### src/rtl/msi_request_dispatcher_if.sv
// Request/stimulus bundle between the test-sequence generator, the dispatcher and the two L1 caches.
// master = dispatcher side, slave = generator/cache side.
interface msi_request_dispatcher_if #(
   parameter int CNT_W = 8
);
   logic [3:0]       address_in;
   logic [1:0]       wr_rd_in;
   logic [1:0]       processor_in;
   logic [3:0]       data_in;
   logic             req0_valid;
   logic             req0_ready;
   logic             req0_done;
   logic             req1_valid;
   logic             req1_ready;
   logic             req1_done;
   logic [3:0]       req_addr;
   logic             req_write;
   logic [3:0]       req_data;
   logic             busy;
   logic             overflow;
   logic [CNT_W-1:0] drop_count;

   modport master (
      input  address_in, wr_rd_in, processor_in, data_in,
      input  req0_ready, req0_done, req1_ready, req1_done,
      output req0_valid, req1_valid, req_addr, req_write, req_data,
      output busy, overflow, drop_count
   );

   modport slave (
      output address_in, wr_rd_in, processor_in, data_in,
      output req0_ready, req0_done, req1_ready, req1_done,
      input  req0_valid, req1_valid, req_addr, req_write, req_data,
      input  busy, overflow, drop_count
   );
endinterface

### src/rtl/msi_request_dispatcher.sv
// Buffers valid stimulus vectors in program order and issues them one at a time
// to the P0,0 / P0,1 L1 controllers with a valid/ready/done handshake.
module msi_request_dispatcher #(
   parameter int DEPTH = 8,
   parameter int CNT_W = 8
) (
   input logic                        i_clk,
   input logic                        i_rst_n,
   msi_request_dispatcher_if.master   bus
);
   localparam int PTR_W = $clog2(DEPTH);
   localparam logic [PTR_W:0] C_FULL = (PTR_W+1)'(DEPTH);

   typedef enum logic [1:0] {S_IDLE, S_ISSUE, S_WAIT} state_t;

   // Entry layout: [9] processor, [8] write, [7:4] address, [3:0] data
   logic [9:0]       r_mem [DEPTH];
   logic [PTR_W-1:0] r_wr_ptr;
   logic [PTR_W-1:0] r_rd_ptr;
   logic [PTR_W:0]   r_count;
   state_t           r_state;
   logic             r_target;
   logic             r_req0_valid;
   logic             r_req1_valid;
   logic [3:0]       r_req_addr;
   logic             r_req_write;
   logic [3:0]       r_req_data;
   logic             r_overflow;
   logic [CNT_W-1:0] r_drop_count;

   logic       w_in_valid;
   logic       w_pop;
   logic       w_push;
   logic       w_drop;
   logic       w_tgt_ready;
   logic       w_tgt_done;
   logic [9:0] w_head;

   assign w_in_valid  = (bus.address_in != 4'd0) && !bus.wr_rd_in[1] && !bus.processor_in[1];
   assign w_pop       = (r_state == S_IDLE) && (r_count != '0);
   // A full FIFO still accepts when the head leaves on the same edge.
   assign w_push      = w_in_valid && ((r_count != C_FULL) || w_pop);
   assign w_drop      = w_in_valid && !w_push;
   assign w_head      = r_mem[r_rd_ptr];
   assign w_tgt_ready = r_target ? bus.req1_ready : bus.req0_ready;
   assign w_tgt_done  = r_target ? bus.req1_done  : bus.req0_done;

   always_ff @(posedge i_clk) begin
      if (w_push) begin
         r_mem[r_wr_ptr] <= {bus.processor_in[0], bus.wr_rd_in[0], bus.address_in, bus.data_in};
      end
   end

   always_ff @(posedge i_clk or negedge i_rst_n) begin
      if (!i_rst_n) begin
         r_wr_ptr     <= '0;
         r_rd_ptr     <= '0;
         r_count      <= '0;
         r_overflow   <= 1'b0;
         r_drop_count <= '0;
      end else begin
         if (w_push) r_wr_ptr <= r_wr_ptr + 1'b1;
         if (w_pop)  r_rd_ptr <= r_rd_ptr + 1'b1;
         case ({w_push, w_pop})
            2'b10:   r_count <= r_count + 1'b1;
            2'b01:   r_count <= r_count - 1'b1;
            default: r_count <= r_count;
         endcase
         if (w_drop) begin
            r_overflow <= 1'b1;
            if (r_drop_count != '1) r_drop_count <= r_drop_count + 1'b1;
         end
      end
   end

   always_ff @(posedge i_clk or negedge i_rst_n) begin
      if (!i_rst_n) begin
         r_state      <= S_IDLE;
         r_target     <= 1'b0;
         r_req0_valid <= 1'b0;
         r_req1_valid <= 1'b0;
         r_req_addr   <= 4'd0;
         r_req_write  <= 1'b0;
         r_req_data   <= 4'd0;
      end else begin
         case (r_state)
            S_IDLE: begin
               if (w_pop) begin
                  r_req_addr   <= w_head[7:4];
                  r_req_write  <= w_head[8];
                  r_req_data   <= w_head[3:0];
                  r_target     <= w_head[9];
                  r_req0_valid <= !w_head[9];
                  r_req1_valid <= w_head[9];
                  r_state      <= S_ISSUE;
               end
            end
            S_ISSUE: begin
               if (w_tgt_ready) begin
                  r_req0_valid <= 1'b0;
                  r_req1_valid <= 1'b0;
                  r_state      <= S_WAIT;
               end
            end
            S_WAIT: begin
               // Only the target's Done ends the transaction; the other cache is ignored.
               if (w_tgt_done) r_state <= S_IDLE;
            end
            default: begin
               r_req0_valid <= 1'b0;
               r_req1_valid <= 1'b0;
               r_state      <= S_IDLE;
            end
         endcase
      end
   end

   assign bus.req0_valid = r_req0_valid;
   assign bus.req1_valid = r_req1_valid;
   assign bus.req_addr   = r_req_addr;
   assign bus.req_write  = r_req_write;
   assign bus.req_data   = r_req_data;
   assign bus.busy       = (r_state != S_IDLE) || (r_count != '0);
   assign bus.overflow   = r_overflow;
   assign bus.drop_count = r_drop_count;
endmodule

### src/flat_wrapper.sv
// flat-port wrapper written by rule: the top's interface ports become plain ports
module msi_request_dispatcher_flat 
#(
   parameter int DEPTH = 8,
   parameter int CNT_W = 8
)
  (i_clk, i_rst_n, bus_address_in, bus_wr_rd_in, bus_processor_in, bus_data_in, bus_req0_ready, bus_req0_done, bus_req1_ready, bus_req1_done, bus_req0_valid, bus_req1_valid, bus_req_addr, bus_req_write, bus_req_data, bus_busy, bus_overflow, bus_drop_count);
  msi_request_dispatcher_if #(.CNT_W(CNT_W)) bus_i ();
  input logic i_clk;
  input logic i_rst_n;
  input wire logic [$bits(bus_i.address_in)-1:0] bus_address_in;
  input wire logic [$bits(bus_i.wr_rd_in)-1:0] bus_wr_rd_in;
  input wire logic [$bits(bus_i.processor_in)-1:0] bus_processor_in;
  input wire logic [$bits(bus_i.data_in)-1:0] bus_data_in;
  input wire logic [$bits(bus_i.req0_ready)-1:0] bus_req0_ready;
  input wire logic [$bits(bus_i.req0_done)-1:0] bus_req0_done;
  input wire logic [$bits(bus_i.req1_ready)-1:0] bus_req1_ready;
  input wire logic [$bits(bus_i.req1_done)-1:0] bus_req1_done;
  output wire logic [$bits(bus_i.req0_valid)-1:0] bus_req0_valid;
  output wire logic [$bits(bus_i.req1_valid)-1:0] bus_req1_valid;
  output wire logic [$bits(bus_i.req_addr)-1:0] bus_req_addr;
  output wire logic [$bits(bus_i.req_write)-1:0] bus_req_write;
  output wire logic [$bits(bus_i.req_data)-1:0] bus_req_data;
  output wire logic [$bits(bus_i.busy)-1:0] bus_busy;
  output wire logic [$bits(bus_i.overflow)-1:0] bus_overflow;
  output wire logic [$bits(bus_i.drop_count)-1:0] bus_drop_count;
  assign bus_i.address_in = bus_address_in;
  assign bus_i.wr_rd_in = bus_wr_rd_in;
  assign bus_i.processor_in = bus_processor_in;
  assign bus_i.data_in = bus_data_in;
  assign bus_i.req0_ready = bus_req0_ready;
  assign bus_i.req0_done = bus_req0_done;
  assign bus_i.req1_ready = bus_req1_ready;
  assign bus_i.req1_done = bus_req1_done;
  assign bus_req0_valid = bus_i.req0_valid;
  assign bus_req1_valid = bus_i.req1_valid;
  assign bus_req_addr = bus_i.req_addr;
  assign bus_req_write = bus_i.req_write;
  assign bus_req_data = bus_i.req_data;
  assign bus_busy = bus_i.busy;
  assign bus_overflow = bus_i.overflow;
  assign bus_drop_count = bus_i.drop_count;
  msi_request_dispatcher #(.DEPTH(DEPTH), .CNT_W(CNT_W)) u_core (.i_clk(i_clk), .i_rst_n(i_rst_n), .bus(bus_i));
endmodule
### config.mk
export PLATFORM = sky130hd
export DESIGN_NAME = msi_request_dispatcher_flat
export DESIGN_NICKNAME = d
export VERILOG_FILES = /design/src/rtl/msi_request_dispatcher_if.sv /design/src/rtl/msi_request_dispatcher.sv /design/src/flat_wrapper.sv
export SDC_FILE = /design/constraint.sdc
export NUM_CORES = 1
export LEC_CHECK = 0
export ABC_CLOCK_PERIOD_IN_PS = 3100
export CORE_ASPECT_RATIO = 0.9
export CORE_MARGIN = 2
export CORE_UTILIZATION = 57
export DETAILED_ROUTE_END_ITERATION = 6
export GPL_TIMING_DRIVEN = 0
export MAX_ROUTING_LAYER = met4
export PLACE_DENSITY = 0.79
export SKIP_CTS_REPAIR_TIMING = 1
export SLEW_MARGIN = 25
export SYNTH_ARGS = -nofsm -noshare
export SYNTH_HDL_FRONTEND = slang
export SYNTH_SLANG_ARGS = --single-unit
### constraint.sdc
create_clock -name i_clk -period 3.1 [get_ports i_clk]
set_input_delay 0.465 -clock i_clk [delete_from_list [all_inputs] [get_ports i_clk]]
set_output_delay 0.465 -clock i_clk [all_outputs]
set_load 0.02 [all_outputs]
# Word level (Yosys, flattened, before mapping)
# Memory sizes are Yosys's and may differ from the RTL's.
# Index checks and enable logic that the tools add are counted.
# Widths: inputs -> output; s select.
[totals]
ff_bits = 33
mem_bits_rw = 80
inputBits = 18
out_inout_bits = 21
elab_cells = 62
memories = 1
[classes]
addsub = 5
eq_ne = 9
n_mux = 14
bitwise_logic = 1
reduce_logical = 20
[memory_table]
columns = ["memory", "depth", "word_bits", "read_ports", "rd_ports_with_merged_regs", "write_ports", "line", "rtl"]
rows = [
  ["u_core.r_mem", 8, 10, 1, 0, 1, "msi_request_dispatcher.sv:17", "logic [9:0] r_mem [DEPTH];"],
]
[op_table]
columns = ["op", "n"]
rows = [
  ["$add 8x1->8 const B", 1],
  ["$ne 8x8->1 const B", 1],
  ["$pmux 4 s2", 1],
  ["$reduce_bool 4->1", 2],
  ["$mux 1", 7],
  ["$add 3x1->3 const B", 2],
  ["$mux 2", 3],
  ["$ne 2x1->1 const B", 3],
  ["$pmux 1 s3", 2],
  ["$pmux 2 s3", 1],
  ["$reduce_and 3->1", 2],
  ["$logic_and 1x1->1", 5],
  ["$add 4x1->4 const B", 1],
  ["$eq 2x1->1 const B", 2],
  ["$eq 2x2->1 const B", 2],
  ["$logic_not 1->1", 4],
  ["$ne 4x4->1 const B", 1],
  ["$reduce_and 2->1", 2],
  ["$reduce_bool 2->1", 2],
  ["$sub 4x1->4 const B", 1],
  ["$logic_not 2->1", 1],
  ["$logic_or 1x1->1", 2],
  ["$not 1->1", 1],
]

# Depth between registers and ports, before layout
[logic_depth]
word_depth = 7
ltp_mapped = 9
depth_no_buf = 9

# Least setup slack after synthesis
# No wires, ideal clock.
[synth_timing]
kind = "input-to-reg"
from = "in bus_wr_rd_in[1]"
to = "mem u_core.r_mem[1][0], enable pin"
setup_ns = 0.390
t_arrival_ns = 2.075
required_time_ns = 2.710
slack_ns = 0.635
cell_stages = 4
path_buffers = 0
cell_sequence = "or3_4 > nor2_1 > nand2_1 > nor3_1"
[synth_via]
elab_chain_cells = 6
[synth_lines]
columns = ["element", "line", "rtl"]
rows = [
  ["from (decl)", "flat_wrapper.sv:12", "input wire logic [$bits(bus_i.wr_rd_in)-1:0] bus_wr_rd_in;"],
  ["$logic_not 1->1", "msi_request_dispatcher.sv:39", "assign w_in_valid = (bus.address_in != 4'd0) && !bus.wr_rd_in[1] && !bus.processor_in[1];"],
  ["$logic_and 1x1->1 (2 in a row)", "msi_request_dispatcher.sv:39", ""],
  ["$logic_and 1x1->1", "msi_request_dispatcher.sv:42", "assign w_push = w_in_valid && ((r_count != C_FULL) || w_pop);"],
  ["$mux 1", "msi_request_dispatcher.sv:49", "if (w_push) begin"],
  ["$mux 1 (not written as such)", "msi_request_dispatcher.sv:50", "r_mem[r_wr_ptr] <= {bus.processor_in[0], bus.wr_rd_in[0], bus.address_in, bus.data_in};"],
  ["to (decl)", "msi_request_dispatcher.sv:17", ""],
]
# No other way between the ends.

# Worst setup path in the final report
[layout_timing]
from = "in bus_address_in[0]"
to = "mem u_core.r_mem[5][5], enable pin"
[layout_via]
elab_chain_cells = 6
[layout_lines]
columns = ["element", "line", "rtl"]
rows = [
  ["from (decl)", "flat_wrapper.sv:11", "input wire logic [$bits(bus_i.address_in)-1:0] bus_address_in;"],
  ["$reduce_bool 4->1", "msi_request_dispatcher.sv:39", ""],
  ["$logic_and 1x1->1 (2 in a row)", "msi_request_dispatcher.sv:39", ""],
  ["$logic_and 1x1->1", "msi_request_dispatcher.sv:42", ""],
  ["$mux 1", "msi_request_dispatcher.sv:49", ""],
  ["$mux 1 (not written as such)", "msi_request_dispatcher.sv:50", ""],
]
# No other way between the ends.

==> impl_metrics.env <==
export IMPL_outcome="complete, no violations"
export IMPL_grt_pass1_wl_um=14250
export IMPL_start_kind="input port"
export IMPL_grt_start_max_net_pins=28
export IMPL_yosys_warnings=0
export IMPL_fin_hold_ws_ns=0.3280
export IMPL_finClkSkew_ns=0.009396
export IMPL_syn_area_mm2=0.004556
export IMPL_syn_avg_cell_area_um2=17.39
export IMPL_postSynthNetCount=286
export IMPL_crit_required_ns=3.23
export IMPL_numClockSinks=113
export IMPL_worstReg2RegEnd="u_core.r_mem[5][5]"
export IMPL_synth_seq_cells=113
export IMPL_final_hold_violation_count=0
export IMPL_dp_hpwl_um=5692
export IMPL_die_area_mm2=0.008724
export IMPL_reg2regPathDepth=5
export IMPL_synth_seq_area_share=0.7086
export IMPL_leakagePower_nw=2.094
export IMPL_firstDrtPassIters=7
export IMPL_ratio_of_total_power_to_cell_area_mw_per_mm2=984.1
export IMPL_clk_pin_slew_worst_paths_ns=0.05
export IMPL_overall_fraction_of_global_route_tracks_in_use=0.2399
export IMPL_worst_path_dominant_cell_family="simple AND/OR/NAND/NOR gates"
export IMPL_min_period_ns=2.979
export IMPL_areaGrowthSynthToFinish_pct=24.94
export IMPL_cp_cell_sequence="clkdlybuf4s50_1 -> nor4_1 -> or3_4 -> nor2_1 -> nand2_1 -> nor2_1"
export IMPL_fin_cells=432
export IMPL_design_area_mm2=0.005692
export IMPL_final_setup_viol_count=0
export IMPL_netlist_top_cells_area="edfxtp_1 53%, dfrtp_1 18%, mux4_2 9.9%"
export IMPL_routedWlPerCell_um=21.50
export IMPL_placedCellCount=399
export IMPL_worst_skew_pair_late_latency_ns=0.52
export IMPL_placedInstanceArea_mm2=0.005104
export IMPL_grt_overflow_total=0
export IMPL_clockBufferDepth=2
export IMPL_num_rows=30
export IMPL_setup_reg_to_reg_worst_slack_ns=0.53
export IMPL_antenna_diode_count=0
export IMPL_synth_cell_types=36
export IMPL_worst_slew_margin_rel=0.3019
export IMPL_initial_standard_cell_utilization_of_the_core=0.5949
export IMPL_drt_initial_drc_count=185
export IMPL_floorplan_core_area_mm2=0.007657
export IMPL_die_width_um=98.24
export IMPL_power_total_mw=5.601
export IMPL_cts_tree="built"
export IMPL_finish_net_count=347
export IMPL_post_synth_inst_count=262
export IMPL_h_tree_depth=4
export IMPL_rsz_0062_raised_after_global_routing="false"
export IMPL_clock_root_buffer="clkbuf_8"
export IMPL_cpMaxStageDelayCell="nor2_1"
export IMPL_fmaxAchievable_ghz=0.3357
export IMPL_path_class="in2reg"
export IMPL_drcViolationCount=0
export IMPL_report_final_slew_viol_count=0
export IMPL_finalSetupTns_ns=0
export IMPL_critical_path_peak_fanout=10
export IMPL_port_buffers=38
export IMPL_period_share=0.9609
export IMPL_timing_critical_path_slowest_cell_delay_ns=0.84
export IMPL_gp_routability_congestion=0.7235
export IMPL_routed_wl_um=9286
export IMPL_routed_via_count=2497
export IMPL_max_slew_worst_pin_slew_ns=1.043
export IMPL_hold_path_class="in2async"
export IMPL_floorplan_die_height_um=88.81
export IMPL_timing_max_cap_violations=0
export IMPL_drive_gt1_frac=0.2143
export IMPL_timing_critical_path_to_type="register"
export IMPL_critPathMostFrequentCell="nor2_1"
export IMPL_ioPinCount=39
export IMPL_critical_path_arrival_ns=3.11
export IMPL_yosys_area_top_type_share=0.5273
export IMPL_grt_pass1_vias=2608
export IMPL_cts_buffers_inserted=17
export IMPL_critPathBufInv=1
export IMPL_synth_area_leader_cell="edfxtp_1"
export IMPL_drt_antenna_net_count=0
export IMPL_initial_antenna_violation_count=0
export IMPL_r2r_start="u_core.r_state[1]"
export IMPL_detail_route_vias_per_cell=5.780
export IMPL_vdd_ir_drop_worst_uv=624.0
## metal layers
layer / share of wire / track usage / vias up
met4: 0.013 / 0.09215 / 0
met2: 0.53 / 0.3998 / 83
met5: 0 / - / -
met1: 0.40 / 0.2822 / 1268
li1: - / - / 1132
met3: 0.056 / 0.07030 / 14
## flip-flops by register name, indices dropped and copies added, names as in the netlist
register and cells:
u_core.bus.drop_count 8, u_core.bus.req_data 4, u_core.r_state 2, u_core.r_rd_ptr 3, u_core.bus.req0_valid 1, u_core.r_mem 80, u_core.bus.req1_valid 1, u_core.bus.req_addr 4
u_core.bus.req_write 1, u_core.r_target 1, u_core.r_wr_ptr 3, u_core.bus.overflow 1, u_core.r_count 4
## worst max-delay path by stage
stage	endpoint	slack [ns]	startpoint	depth (start not counted)
after floorplan	u_core.r_mem[1][0]	0.64	bus_wr_rd_in[1]	4
after global placement	u_core.r_mem[1][8]	-0.87	bus_address_in[1]	6
after detailed placement	u_core.r_mem[3][8]	-0.41	bus_address_in[0]	6
after CTS	u_core.r_mem[3][1]	0.14	bus_address_in[0]	6
after global routing	u_core.r_mem[5][6]	0.008	bus_address_in[1]	6
final	u_core.r_mem[5][5]	0.12	bus_address_in[0]	6
## cell usage after synthesis
cell type and instances:
a21o_1 2, a21oi_1 4, a21oi_4 1, and3_1 5
buf_2 4, clkbuf_1 3, dfrtp_1 33, edfxtp_1 80
fa_1 1, ha_1 5, inv_1 3, mux2_1 2
mux2_2 1, mux2i_1 13, mux4_2 20, nand2_1 23
nand2b_1 3, nand3_1 2, nand3b_1 1, nand4_1 4
nor2_1 12, nor2_4 1, nor2b_1 1, nor3_1 4
nor3b_4 1, nor4_1 2, nor4_2 1, nor4_4 1
o21a_1 1, o21ai_0 11, o21ai_1 1, or2b_4 1
or3_1 1, or3_4 1, xnor2_1 12, xor2_1 1
## layout by cell type (no fill, tap or decap), types with 7 or more instances in the layout
master	count
edfxtp_1	80
clkdlybuf4s50_1	37
dfrtp_1	33
nand2_1	23
mux4_2	20
clkbuf_16	16
mux2i_1	13
xnor2_1	12
o21ai_0	11
nor2_1	7
clkinv_2	7
## report_power, final
part | total [mW] | internal (mW) | switching [mW]
Clock | 1.86 | 1.21 | 0.658
Combinational | 1.65 | 0.773 | 0.877
Sequential | 2.09 | 1.88 | 0.206
## layout make-up
cell class              instances  area [um2]
repair buffers                 42       427.9
multi-input cells             139        1308
flip-flops and latches        113        3228
fillers                       456        1966
plain buffers                   7       31.28
clock inverters                13       143.9
well taps                      96       120.1
inverters                       3       11.26
clock buffers                  19       421.7
## cell families (layout without fill, tap and decap cells)
| family | count (synthesis) | count (layout) | synth area share |
|---|---|---|---|
| fa+ha+maj | 6 | 6 | 0.01813 |
| mux | 36 | 36 | 0.1349 |
| buf+inv | 10 | 84 | 0.009338 |
| compound gates | 20 | 20 | 0.02609 |
| flops | 113 | 113 | 0.7086 |
| simple gates | 64 | 64 | 0.07800 |
| xor+xnor | 13 | 13 | 0.02499 |
## per-stage QoR
step           utilization  setup WS (ns)
2_1_floorplan            -         0.6353
3_3_place_gp        0.6603        -0.8708
3_5_place_dp        0.6665        -0.4059
4_1_cts             0.7404         0.1384
5_1_grt             0.7433       0.007506
6_report            0.7433         0.1214
Note: power is estimated with default switching activity, not from simulation.
